### config.mk
export PLATFORM = sky130hd
export DESIGN_NAME = ps2_rx_decoder_flat
export DESIGN_NICKNAME = d
export VERILOG_FILES = /design/src/rtl/ps2_rx_decoder_if.sv /design/src/rtl/ps2_rx_decoder.sv /design/src/flat_wrapper.sv
export SDC_FILE = /design/constraint.sdc
export NUM_CORES = 1
export LEC_CHECK = 0
export CAP_MARGIN = 15
export CORE_AREA = 2 2 113 115
export DETAILED_ROUTE_END_ITERATION = 16
export DIE_AREA = 0 0 115 117
export DONT_BUFFER_PORTS = 1
export MAX_ROUTING_LAYER = met4
export SLEW_MARGIN = 5
export SYNTH_ARGS = -nofsm -noshare
export SYNTH_HDL_FRONTEND = slang
export SYNTH_SLANG_ARGS = --single-unit
### constraint.sdc
create_clock -name CLOCK_50 -period 3.1 [get_ports CLOCK_50]
set_clock_uncertainty 0.15 [all_clocks]
set_input_delay 0.31 -clock CLOCK_50 [delete_from_list [all_inputs] [get_ports CLOCK_50]]
set_output_delay 0.31 -clock CLOCK_50 [all_outputs]
set_load 0.005 [all_outputs]
### src/rtl/ps2_rx_decoder_if.sv
`default_nettype none
// +----------------------------------------------------------------------+
// | ps2_rx_decoder_if                                                    |
// | Key-event output stream: registered head word with valid/ready.      |
// | Revision: 1.0                                                        |
// +----------------------------------------------------------------------+
interface ps2_rx_decoder_if;
    logic [9:0] ev_data;
    logic       ev_valid;
    logic       ev_ready;

    modport master (output ev_data, output ev_valid, input ev_ready);
    modport slave  (input ev_data, input ev_valid, output ev_ready);
endinterface
`default_nettype wire

### src/rtl/ps2_rx_decoder.sv
`default_nettype none
// +----------------------------------------------------------------------+
// | ps2_rx_decoder                                                       |
// | PS/2 device-to-host receiver: filters the clock, decodes frames,     |
// | folds E0/F0 prefixes into 10-bit events, queues them in a FWFT FIFO. |
// | Optional macro PS2_RX_ERR_CNT_EN adds a saturating err_count port.   |
// | Revision: 1.0                                                        |
// +----------------------------------------------------------------------+
module ps2_rx_decoder #(
    parameter int FILTER_CYCLES  = 4,
    parameter int TIMEOUT_CYCLES = 50000,
    parameter int FIFO_DEPTH     = 4
) (
    input  wire logic             CLOCK_50,
    input  wire logic             reset,
    input  wire logic             PS2_CLK,
    input  wire logic             PS2_DAT,
    ps2_rx_decoder_if.master      ev_if,
    output logic                  frame_err,
    output logic                  overflow
`ifdef PS2_RX_ERR_CNT_EN
    ,
    output logic [7:0]            err_count
`endif
);

    localparam int AW = $clog2(FIFO_DEPTH);
    localparam int FW = $clog2(FILTER_CYCLES + 1);
    localparam int TW = $clog2(TIMEOUT_CYCLES + 1);

    localparam logic [1:0] S_IDLE  = 2'd0;
    localparam logic [1:0] S_SHIFT = 2'd1;
    localparam logic [1:0] S_CHECK = 2'd2;

    logic [1:0]    clk_s_q, dat_s_q;
    logic          filt_q;
    logic [FW-1:0] fcnt_q;
    logic [1:0]    state_q, state_d;
    logic [10:0]   shreg_q, shreg_d;
    logic [3:0]    bitcnt_q, bitcnt_d;
    logic [TW-1:0] timer_q, timer_d;
    logic          ext_q, ext_d, brk_q, brk_d;
    logic          frame_err_q, frame_err_d;
    logic          overflow_q, overflow_d;
    logic [AW:0]   wptr_q, wptr_d, rptr_q, rptr_d;
    logic [9:0]    ev_data_q, ev_data_d;
    logic [9:0]    mem_q [FIFO_DEPTH];

    logic       w_clk_s, w_dat_s, w_flip, w_fall, w_timeout, w_ok;
    logic       w_push, w_push_ok, w_pop, w_empty, w_full;
    logic [7:0] w_byte;
    logic [9:0] w_push_data;
    logic [AW:0] w_count;

    assign w_clk_s = clk_s_q[1];
    assign w_dat_s = dat_s_q[1];
    // Filtered clock flips on the FILTER_CYCLES-th consecutive differing sample
    assign w_flip  = (w_clk_s != filt_q) && (fcnt_q == FW'(FILTER_CYCLES - 1));
    assign w_fall  = w_flip && filt_q;

    // State register
    always_ff @(posedge CLOCK_50) begin
        if (reset) begin
            clk_s_q     <= 2'b11;
            dat_s_q     <= 2'b11;
            filt_q      <= 1'b1;
            fcnt_q      <= '0;
            state_q     <= S_IDLE;
            shreg_q     <= '0;
            bitcnt_q    <= '0;
            timer_q     <= '0;
            ext_q       <= 1'b0;
            brk_q       <= 1'b0;
            frame_err_q <= 1'b0;
            overflow_q  <= 1'b0;
            wptr_q      <= '0;
            rptr_q      <= '0;
            ev_data_q   <= '0;
        end else begin
            clk_s_q     <= {clk_s_q[0], PS2_CLK};
            dat_s_q     <= {dat_s_q[0], PS2_DAT};
            filt_q      <= w_flip ? ~filt_q : filt_q;
            fcnt_q      <= (w_clk_s == filt_q || w_flip) ? '0 : fcnt_q + FW'(1);
            state_q     <= state_d;
            shreg_q     <= shreg_d;
            bitcnt_q    <= bitcnt_d;
            timer_q     <= timer_d;
            ext_q       <= ext_d;
            brk_q       <= brk_d;
            frame_err_q <= frame_err_d;
            overflow_q  <= overflow_d;
            wptr_q      <= wptr_d;
            rptr_q      <= rptr_d;
            ev_data_q   <= ev_data_d;
        end
    end

    always_ff @(posedge CLOCK_50) begin
        if (w_push_ok) mem_q[wptr_q[AW-1:0]] <= w_push_data;
    end

    // Next-state logic
    always_comb begin
        state_d  = state_q;
        shreg_d  = shreg_q;
        bitcnt_d = bitcnt_q;
        timer_d  = timer_q;
        case (state_q)
            S_IDLE: begin
                if (w_fall && !w_dat_s) begin
                    state_d  = S_SHIFT;
                    shreg_d  = {w_dat_s, shreg_q[10:1]};
                    bitcnt_d = 4'd1;
                    timer_d  = '0;
                end
            end
            S_SHIFT: begin
                if (w_fall) begin
                    shreg_d  = {w_dat_s, shreg_q[10:1]};
                    bitcnt_d = bitcnt_q + 4'd1;
                    timer_d  = '0;
                    if (bitcnt_q == 4'd10) state_d = S_CHECK;
                end else if (timer_q == TW'(TIMEOUT_CYCLES - 1)) begin
                    state_d = S_IDLE;
                end else begin
                    timer_d = timer_q + TW'(1);
                end
            end
            S_CHECK: state_d = S_IDLE;
            default: state_d = S_IDLE;
        endcase
    end

    // Output logic: frame check, prefix folding, error pulse
    assign w_byte      = shreg_q[8:1];
    assign w_ok        = !shreg_q[0] && shreg_q[10] && (^shreg_q[9:1]);
    assign w_timeout   = (state_q == S_SHIFT) && !w_fall && (timer_q == TW'(TIMEOUT_CYCLES - 1));
    assign w_push_data = {ext_q, brk_q, w_byte};

    always_comb begin
        w_push      = 1'b0;
        ext_d       = ext_q;
        brk_d       = brk_q;
        frame_err_d = w_timeout;
        if (state_q == S_CHECK) begin
            if (!w_ok) begin
                frame_err_d = 1'b1;
                ext_d       = 1'b0;
                brk_d       = 1'b0;
            end else if (w_byte == 8'hE0) begin
                ext_d = 1'b1;
            end else if (w_byte == 8'hF0) begin
                brk_d = 1'b1;
            end else begin
                w_push = 1'b1;
                ext_d  = 1'b0;
                brk_d  = 1'b0;
            end
        end
    end

    // FIFO: a pop frees a slot in the same cycle, so push-on-full with pop succeeds
    assign w_count   = wptr_q - rptr_q;
    assign w_empty   = (w_count == '0);
    assign w_full    = (w_count == (AW+1)'(FIFO_DEPTH));
    assign w_pop     = !w_empty && ev_if.ev_ready;
    assign w_push_ok = w_push && (!w_full || w_pop);

    always_comb begin
        wptr_d     = wptr_q + (w_push_ok ? (AW+1)'(1) : '0);
        rptr_d     = rptr_q + (w_pop ? (AW+1)'(1) : '0);
        overflow_d = overflow_q | (w_push && w_full && !w_pop);
        ev_data_d  = ev_data_q;
        if (wptr_d != rptr_d) begin
            ev_data_d = (w_push_ok && rptr_d == wptr_q) ? w_push_data
                                                        : mem_q[rptr_d[AW-1:0]];
        end
    end

    assign ev_if.ev_data  = ev_data_q;
    assign ev_if.ev_valid = !w_empty;
    assign frame_err      = frame_err_q;
    assign overflow       = overflow_q;

`ifdef PS2_RX_ERR_CNT_EN
    logic [7:0] err_cnt_q;
    always_ff @(posedge CLOCK_50) begin
        if (reset)
            err_cnt_q <= '0;
        else if (frame_err_d && err_cnt_q != 8'hFF)
            err_cnt_q <= err_cnt_q + 8'd1;
    end
    assign err_count = err_cnt_q;
`endif

endmodule
`default_nettype wire

### src/flat_wrapper.sv
// flat-port wrapper written by rule: the top's interface ports become plain ports
module ps2_rx_decoder_flat 
#(
    parameter int FILTER_CYCLES  = 4,
    parameter int TIMEOUT_CYCLES = 50000,
    parameter int FIFO_DEPTH     = 4
)
  (CLOCK_50, reset, PS2_CLK, PS2_DAT, frame_err, overflow, ev_if_ev_data, ev_if_ev_valid, ev_if_ev_ready);
  ps2_rx_decoder_if ev_if_i ();
  input  wire logic CLOCK_50;
  input  wire logic reset;
  input  wire logic PS2_CLK;
  input  wire logic PS2_DAT;
  output logic frame_err;
  output logic overflow;
  output wire logic [$bits(ev_if_i.ev_data)-1:0] ev_if_ev_data;
  output wire logic [$bits(ev_if_i.ev_valid)-1:0] ev_if_ev_valid;
  input wire logic [$bits(ev_if_i.ev_ready)-1:0] ev_if_ev_ready;
  assign ev_if_ev_data = ev_if_i.ev_data;
  assign ev_if_ev_valid = ev_if_i.ev_valid;
  assign ev_if_i.ev_ready = ev_if_ev_ready;
  ps2_rx_decoder #(.FILTER_CYCLES(FILTER_CYCLES), .TIMEOUT_CYCLES(TIMEOUT_CYCLES), .FIFO_DEPTH(FIFO_DEPTH)) u_core (.CLOCK_50(CLOCK_50), .reset(reset), .PS2_CLK(PS2_CLK), .PS2_DAT(PS2_DAT), .ev_if(ev_if_i), .frame_err(frame_err), .overflow(overflow));
endmodule
==> results.py <==
metrics = {
    "job": {
        "maxCapViolCount": 0,
    },
    "place": {
        "place_inst": 527,
        "dpl-instance-area_um2": 4631,
        "dp_slack_ps": -184.1,
        "place_hpwl_mm": 5.514,
        "place_congestion": 0.7813,
        "port_buffers": 0,
    },
    "cells_and_area": {
        "final_common_cell": "dfxtp_1",
        "final_cell_mix": "dfxtp_1, edfxtp_1, nor2_1",
        "area_growth_pct": 20.12,
        "drive_gt1_share_pct": 21.09,
        "diodes": 0,
        "final_cell_area_um2": 5155,
        "layoutNonFillerInstCount": 553,
        "final_net_count": 418,
        "fill_cells": 1163,
    },
    "cts": {
        "cts_inserted_buffers": 9,
        "path_clk_slew_ps": 70,
        "cts-root-buf": "clkbuf_16",
        "h-tree-depth": 3,
        "cts_num_sinks": 101,
        "clockBufferDepth": 2,
        "clkLatencyLatePin_ps": 340,
        "tritoncts": "done",
    },
    "floorplan": {
        "design.core.area_um2": 12310,
        "fp-row-count": 41,
        "num_io_pins": 18,
        "die-area_um2": 13460,
        "start_util_pct": 34.86,
        "die_x_um": 115,
        "dieHeight_um": 117,
    },
    "synth": {
        "ys_ff_latch": 101,
        "synth_edf_count": 40,
        "syn_area_per_cell_um2": 11.73,
        "synth_ff_type": "dfxtp_1",
        "yosys_warnings": 0,
        "ys_types": 51,
        "synthArstFlopShare_pct": 0,
        "synth_top_cell_area_share_pct": 28.45,
        "synthCells": 366,
        "syn-cell-area_um2": 4292,
        "ys_top_cells_by_area": "dfxtp_1, edfxtp_1, mux4_2",
        "yosysTopAreaCell": "dfxtp_1",
        "syn_nets": 386,
        "ys_seq_area_share_pct": 56.44,
    },
    "pwr": {
        "p_sw_w": 0.0008334,
        "powerDensity_nw_per_um2": 617.8,
        "pwr-share-seq_pct": 46.8,
        "clkPwrFrac_pct": 32.7,
        "p_leak_nw": 1.872,
        "p_int_w": 0.002351,
        "swShare_pct": 26.17,
        "ir_drop_uv": 300.4,
        "pwr-share-comb_pct": 20.5,
    },
    "global_routing": {
        "grt_max_degree": 36,
        "grt_pass1_wl_mm": 13.55,
        "antenna_found_initial": 0,
        "grt_pass1_vias": 2786,
        "grt_usage_pct": 13.47,
        "grt_overflow": 0,
    },
    "critical_path": {
        "r2r_start": "u_core.shreg_q[2]",
        "end_kind": "flip-flop",
        "r2r_slack_ps": -70,
        "reg2regPathDepth": 15,
        "crit_path_frequent_cell": "ha_4",
        "crit_type": "flip-flop to flip-flop",
        "slowest_delay_ps": 330,
        "critPathSlowestCell": "dfxtp_2",
        "cp.required_ps": 3230,
        "rr_endpoint": "u_core.ev_if.ev_data[3]",
        "critPathLaunchType": "flip-flop",
        "critPathMaxFanout": 5,
        "crit_chain": "inv_1 > ha_4 > xnor3_1 > xnor2_1 > nand3b_1 > nor3_2 > ha_2 > ha_4 > xnor2_4 > xnor2_2 > nand3_1 > mux2_4 > nor2_4 > clkbuf_16 > o2bb2ai_1",
        "critPathArrivalTime_ps": 3300,
    },
    "timing": {
        "rsz0062_at_grt": "true",
        "worst_pin_slew_ps": 787.1,
        "slew_viol_final": 0,
        "hold_violations": 0,
        "max_freq_ghz": 0.3150,
        "setup_viol": 10,
        "timing.final.crit_period_ps": 3174,
        "max_slew_margin_pct": 47.34,
        "setup_slack_ps": -74.48,
        "post-route-period-util_pct": 102.4,
    },
    "worst_hold_path": {
        "hp-class": "input pin to flip-flop",
        "hold_start": "reset",
        "whs_path_depth": 2,
        "hold_end": "u_core.fcnt_q[2]",
    },
    "drt": {
        "drt_pre_antenna_iters": 5,
        "wl_mm": 8.324,
        "vias": 2795,
        "wire_per_inst_um": 15.05,
        "antenna_left": 0,
        "drc": 0,
        "drt_iter0_drc": 144,
        "viasPerCell": 5.054,
    },
    "run_status": {
        "status": "finished, violations left",
        "violations": "setup timing",
    },
}
[synth_stat cells, types with 5 or more instances]
| cell | count |
|---|---|
| xnor2_1 | 15 |
| or2_2 | 5 |
| nand2_1 | 36 |
| nor2_1 | 38 |
| o2bb2ai_1 | 10 |
| ha_1 | 15 |
| nor3_1 | 7 |
| nand3_1 | 9 |
| a21oi_1 | 20 |
| mux4_2 | 9 |
| edfxtp_1 | 40 |
| mux2i_1 | 10 |
| dfxtp_1 | 61 |
| xor2_1 | 10 |
| nor2b_1 | 7 |
| inv_1 | 12 |
| clkbuf_1 | 8 |
[sequential cells by signal, summed over array words and instances, names as in the netlist]
name / cells
u_core.filt_q: 1
u_core.frame_err: 1
u_core.mem_q: 40
u_core.rptr_q: 3
u_core.bitcnt_q: 4
u_core.brk_q: 1
u_core.dat_s_q: 2
u_core.clk_s_q: 2
u_core.state_q: 2
u_core.wptr_q: 3
u_core.shreg_q: 11
u_core.ext_q: 1
u_core.fcnt_q: 3
u_core.timer_q: 16
u_core.ev_if.ev_data: 10
u_core.overflow: 1
[metrics by stage]
step                util (%)  hold WS [ps]  TNS [ps]  total power (W)
detailed placement     37.61         235.5     -1798         0.001969
floorplan                  -         239.5         0         0.001915
global route           41.87         47.91     -1838         0.003321
CTS                    40.65         25.56    -442.0         0.003083
finish                 41.87         29.39    -467.7         0.003185
global placement       37.61         232.3     -1088         0.001960
[per-layer routing]
layer  GRT usage, %  vias up  wire, µm
li1               -     1382         -
met3          4.119       12       307
met4          3.936        0       127
met1          15.20     1359      3649
met5              -        -         0
met2          23.18       42      4239
[repair_timing]
item	CTS	global route
pin swaps	1	1
endpoints found under the setup margin	10	10
hold buffers	3	0
hold endpoints to repair	36	0
setup buffers	2	3
gates cloned	0	2
gates resized for setup	5	12
[power by group through the flow]
stage / sequential (W) / clock, W / combinational (W)
5_1_grt: 0.00150 / 0.00113 / 0.000695
3_5_place_dp: 0.00151 / 0 / 0.000456
4_1_cts: 0.00149 / 0.00107 / 0.000531
3_3_place_gp: 0.00151 / 0 / 0.000447
2_1_floorplan: 0.00150 / 0 / 0.000413
6_report: 0.00149 / 0.00104 / 0.000653
[final cells by class]
type	count	area [µm²]	share of cell area, %
clock buffer	10	229.0	4.442
timing repair buffer	32	300.3	5.825
sequential	101	2427	47.09
clock inverter	6	45.04	0.8738
multi-input combinational	242	1921	37.26
inverter	12	45.04	0.8738
tap	150	187.7	3.641
[logic make-up after synthesis]
| logic type | synth area share, % |
|---|---|
| flops | 56.44 |
| compound gates | 6.851 |
| buf+inv | 2.390 |
| simple gates | 15.48 |
| fa+ha+maj | 4.373 |
| mux | 7.930 |
| xor+xnor | 6.531 |
[worst max-delay path: cells and delay by family (launching register included)]
| family | cells | cell delay (ps) |
|---|---|---|
| xor+xnor | 4 | 720 |
| simple gates | 4 | 600 |
| flops | 1 | 330 |
| compound gates | 1 | 100 |
| fa+ha+maj | 3 | 630 |
| buf+inv | 2 | 230 |
| mux | 1 | 320 |
[worst max path at each step]
| stage | startpoint | to | slack, ps | depth (start not counted) |
|---|---|---|---|---|
| after floorplan | u_core.shreg_q[2] | u_core.ev_if.ev_data[0] | 3 | 15 |
| after global placement | u_core.shreg_q[2] | u_core.ev_if.ev_data[0] | -110 | 14 |
| after detailed placement | u_core.shreg_q[2] | u_core.ev_if.ev_data[8] | -180 | 14 |
| after CTS | u_core.shreg_q[2] | u_core.ev_if.ev_data[5] | -50 | 15 |
| after global routing | u_core.shreg_q[1] | u_core.ev_if.ev_data[6] | -200 | 15 |
| final | u_core.shreg_q[2] | u_core.ev_if.ev_data[3] | -70 | 15 |
No activity file was read; power rests on OpenSTA's default activity.
